**src/rtl/dct_transpose_buffer.sv**
```systemverilog
// Ping-pong 8x8 transpose buffer between the row and column 1-D DCT passes.
// Rows are written whole and columns are read back through a per-row lane array.

module dct_transpose_lane #(
  parameter int DW = 12
) (
  input  logic                 clk,
  input  logic                 resetn,
  input  logic                 we_i,
  input  logic                 wbank_i,
  input  logic [7:0][DW-1:0]   wrow_i,
  input  logic                 ld_i,
  input  logic                 rbank_i,
  input  logic [2:0]           col_i,
  output logic [DW-1:0]        q_o
);
  // Row j of both banks. Storage is deliberately left unreset.
  logic [1:0][7:0][DW-1:0] mem_q;
  logic [DW-1:0]           q_q;

  always_ff @(posedge clk) begin
    if (we_i) mem_q[wbank_i] <= wrow_i;
  end

  always_ff @(posedge clk or negedge resetn) begin
    if (!resetn)   q_q <= '0;
    else if (ld_i) q_q <= mem_q[rbank_i][col_i];
  end

  assign q_o = q_q;
endmodule

module dct_transpose_buffer #(
  parameter int DW = 12
) (
  input  logic               clk,
  input  logic               resetn,
  input  logic [7:0][DW-1:0] di,
  input  logic               di_valid,
  output logic               di_hold,
  input  logic [2:0]         di_cnt,
  output logic [7:0][DW-1:0] q,
  output logic               q_valid,
  input  logic               q_hold,
  output logic [2:0]         q_cnt
);
  logic [1:0] bank_full_q, bank_full_d;
  logic       wr_bank_q, wr_bank_d;
  logic       rd_bank_q, rd_bank_d;
  logic [2:0] col_q, col_d;
  logic       q_valid_q, q_valid_d;
  logic [2:0] q_cnt_q, q_cnt_d;
  logic       wr_acc, ld;

  // Hold is a function of registered state only: no path from q_hold.
  assign di_hold = di_valid & bank_full_q[wr_bank_q];
  assign wr_acc  = di_valid & ~di_hold;
  assign ld      = bank_full_q[rd_bank_q] & (~q_valid_q | ~q_hold);

  always_comb begin
    bank_full_d = bank_full_q;
    wr_bank_d   = wr_bank_q;
    rd_bank_d   = rd_bank_q;
    col_d       = col_q;
    q_valid_d   = q_valid_q;
    q_cnt_d     = q_cnt_q;
    if (wr_acc && di_cnt == 3'd7) begin
      bank_full_d[wr_bank_q] = 1'b1;
      wr_bank_d              = ~wr_bank_q;
    end
    // Set and clear never hit the same bank: the write bank is empty, the read bank full.
    if (ld) begin
      q_valid_d = 1'b1;
      q_cnt_d   = col_q;
      col_d     = col_q + 3'd1;
      if (col_q == 3'd7) begin
        bank_full_d[rd_bank_q] = 1'b0;
        rd_bank_d              = ~rd_bank_q;
      end
    end else if (!q_hold) begin
      q_valid_d = 1'b0;
    end
  end

  always_ff @(posedge clk or negedge resetn) begin
    if (!resetn) begin
      bank_full_q <= '0;
      wr_bank_q   <= 1'b0;
      rd_bank_q   <= 1'b0;
      col_q       <= '0;
      q_valid_q   <= 1'b0;
      q_cnt_q     <= '0;
    end else begin
      bank_full_q <= bank_full_d;
      wr_bank_q   <= wr_bank_d;
      rd_bank_q   <= rd_bank_d;
      col_q       <= col_d;
      q_valid_q   <= q_valid_d;
      q_cnt_q     <= q_cnt_d;
    end
  end

  for (genvar j = 0; j < 8; j++) begin : g_lane
    dct_transpose_lane #(.DW(DW)) u_lane (
      .clk     (clk),
      .resetn  (resetn),
      .we_i    (wr_acc && (di_cnt == 3'(j))),
      .wbank_i (wr_bank_q),
      .wrow_i  (di),
      .ld_i    (ld),
      .rbank_i (rd_bank_q),
      .col_i   (col_q),
      .q_o     (q[j])
    );
  end

  assign q_valid = q_valid_q;
  assign q_cnt   = q_cnt_q;
endmodule

```
**config.mk**
```make
export PLATFORM = sky130hd
export DESIGN_NAME = dct_transpose_buffer
export DESIGN_NICKNAME = d
export VERILOG_FILES = /design/src/rtl/dct_transpose_buffer.sv
export SDC_FILE = /design/constraint.sdc
export NUM_CORES = 2
export LEC_CHECK = 0
export ABC_AREA = 1
export CORE_MARGIN = 1.5
export CORE_UTILIZATION = 55
export DETAILED_ROUTE_END_ITERATION = 10
export GPL_ROUTABILITY_DRIVEN = 0
export PLACE_DENSITY = 0.75
export RECOVER_POWER = 25
export SYNTH_ARGS = -nofsm -noshare
export SYNTH_HDL_FRONTEND = slang
export SYNTH_SLANG_ARGS = --single-unit
```
**constraint.sdc**
```tcl
create_clock -name clk -period 7.6 [get_ports clk]
set_input_delay 1.52 -clock clk [delete_from_list [all_inputs] [get_ports clk]]
set_output_delay 1.52 -clock clk [all_outputs]
set_load 0.005 [all_outputs]
```
==> run metrics <==
Net Count, Synth 5480; fin. max-slew vios 423; path type of the worst setup path in2async; vias per cell 6.216; startpoint class of the critical path input pin; CP Max Fanout 65; nets 5588; largest cells by area after synthesis edfxtp_1 71%, nand2_1 12%, nand3_1 6.7%; routed len/inst 27.50 um; Critical Path Max Stage Delay 2.42 ns; syn avg cell area 12.07 um2; status finished, violations left; post-synthesis async set-or-reset flop share 6.512%; Top-Level Pins 204; Warnings, synthesis 0; Root Driver clkbuf_16; EDFF count, synth 1536; element type at the critical path end asynchronous set/reset pin; hold_buf cts 0; die width 346.4 um; clock buffer depth 3; synthesized area 64870 um2; CTS tree done; min Tclk post-route 4.409 ns; failing checks max-capacitance violations, max-slew violations; Post-Route WL 196600 um; # H-tree levels 4; area taken by multi-input logic gates 14570 um2; final instance area 73220 um2; Port Buffers 203; Final setup viols 0; Non-Filler Instances 7147; residual DRC count 0; Final Hold Viols 0; initial antenna violation count 25; grt peak-use layer met2; layout cells sized above 1 5.561%; Synth Flop Type edfxtp_1; post-synth top area share 71.10%; Post-Synth Adder-Cell Area 0.03857%; drt pass-1 iters 6; Seq. cell area 48810 um2; clk_lat worst skew 0.77 ns; top post-synthesis cells by count 2063 x nand2_1, 1536 x edfxtp_1, 868 x nand3_1; Placed Cells 6848; Post-Synth XOR/XNOR Area 0.02700%; RSZ-0062 raised after global routing no; Max-cap violations 23; CP Cell Sequence clkbuf_1, buf_4; Fmax 0.2268 GHz; P per Cell Area 384.2 nW/um2; Area Overhead vs Synth 12.86%; first-pass GRT wire length 282300 um; postcts setup bufs 0; total CTS buffers 157; M1 GR Usage 44.52%; clock sink count 1643; largest family of logic cells by synthesized area simple AND/OR/NAND/NOR gates; Cell variety after synth 25; peak supply drop 351.2 uV; Die H 346.4 um; number of synthesized register bits 1643; post-DP HPWL 109400 um; fin crit share 58.02%; dpl cell area 68190 um2; die area 120000 um2; met3 Usage GRT 7.939%; CP required 8.33 ns; cell family with most CP delay buffers and inverters; # fillers 8418; most numerous cell in the Yosys netlist nand2_1; DR iter-0 viols 7495; worst hold path class reg2reg; Max-slew headroom -133.3%; Final ANT Viol Nets 0; worst-margin pin slew 3.500 ns; Worst EP arrival 5.14 ns; dominant cell type by area after synthesis edfxtp_1; P_leak 26.61 nW; pin count of the biggest net entering global routing 228; post-cts resize count 0; row count 125; vias in the first global route 41.59k; Util after Layout 62.84%; Clk pin slew, worst setup/hold paths 0.06 ns; mux share of post-synthesis cell area 0%; Overall Global Routing Usage 32.53%; Post-Syn Instances 5375; CP bufs+invs 2; Initial Utilization 55.68%; CP max stage cell clkbuf_1; vias after detailed routing 44.43k; simple-gate share of the synthesized area 19.74%; sequential area share after synthesis 75.23%; GRT met2 Usage 48.85%; Max Clock Skew 0.03087 ns; Synth Area in Compound Gates 2.513%; Core ar. 116500 um2; GR Overflow Total 0
## flip-flops by register name, summed over array words and instances, names as in the netlist
name	cells
g_lane.u_lane.mem_q	1536
rd_bank_q	1
col_q	3
wr_bank_q	1
q_cnt	3
q_valid	1
bank_full_q	2
g_lane.u_lane.q_o	96
## logic make-up (layout without fill, tap and decap cells)
kind of cell / Yosys count / in the layout
flops: 1643 / 1643
simple gates: 3114 / 3114
fa+ha+maj: 2 / 2
xor+xnor: 2 / 2
buf+inv: 350 / 586
other cells: 0 / 12
compound gates: 264 / 264
## where the power goes
group | leakage [nW] | switching (mW) | internal [mW] | total (mW)
registers | 15.2 | 0.629 | 10.5 | 11.1
clock network | 2.51 | 3.31 | 4.45 | 7.76
logic | 8.96 | 6.71 | 2.54 | 9.25
total | 26.6 | 10.7 | 17.5 | 28.1
## through the flow
step,total power [mW],worst slack [ns],hold slack [ns],TNS (ns)
3_3_place_gp,20.07,3.066,0.4689,0
4_1_cts,27.91,3.380,0.4844,0
2_1_floorplan,16.47,-1.437,0.4724,-1379.29
3_5_place_dp,20.21,3.011,0.4683,0
6_report,28.13,3.191,0.4817,0
5_1_grt,29.17,2.910,0.4978,0
## routing by layer
layer	wire, um	share of wire (%)
met5	35	0.018
met4	10320	5.3
met3	28480	14
met2	89320	45
met1	68410	35
## final cells by class
type                            count  share of cell area, %
Timing Repair Buffer              285                  3.720
Clock inverter                     73                 0.8562
Inverter                           14                 0.1077
Sequential cell                  1643                  66.67
Antenna cell                       12                0.04101
Tap cell                         1524                  2.604
Multi-Input combinational cell   3382                  19.90
Clock buffer                      214                  6.097
## worst paths after layout
| path | from | endpoint | slack (ns) | cells after the start |
|---|---|---|---|---|
| max | resetn | g_lane[7].u_lane.q_o[0] | 3.19 | 2 |
| min in group asynchronous | resetn | col_q[1] | 1.95 | 1 |
| max reg2reg | rd_bank_q | g_lane[4].u_lane.q_o[1] | 3.31 | 12 |
| min reg2reg | g_lane[6].u_lane.q_o[2] | g_lane[6].u_lane.q_o[2] | 0.48 | 2 |
| max in group clk | rd_bank_q | g_lane[4].u_lane.q_o[1] | 3.31 | 12 |
| min | g_lane[6].u_lane.q_o[2] | g_lane[6].u_lane.q_o[2] | 0.48 | 2 |
## cells in the final DEF (no fill, tap or decap), types with 10 or more instances in the layout
| cell type | count |
|---|---|
| o21ai_0 | 142 |
| nor2_1 | 165 |
| dfrtp_1 | 103 |
| nor3_2 | 10 |
| nand3_1 | 868 |
| o211ai_1 | 117 |
| diode_2 | 12 |
| clkinv_2 | 29 |
| clkbuf_8 | 13 |
| bufinv_16 | 10 |
| clkbuf_1 | 60 |
| clkinv_1 | 28 |
| clkbuf_16 | 166 |
| nand2_1 | 2063 |
| dlygate4sd3_1 | 51 |
| clkdlybuf4s50_1 | 150 |
| edfxtp_1 | 1536 |
| buf_4 | 45 |
| buf_12 | 14 |
Note: power is estimated with default switching activity, not from simulation.
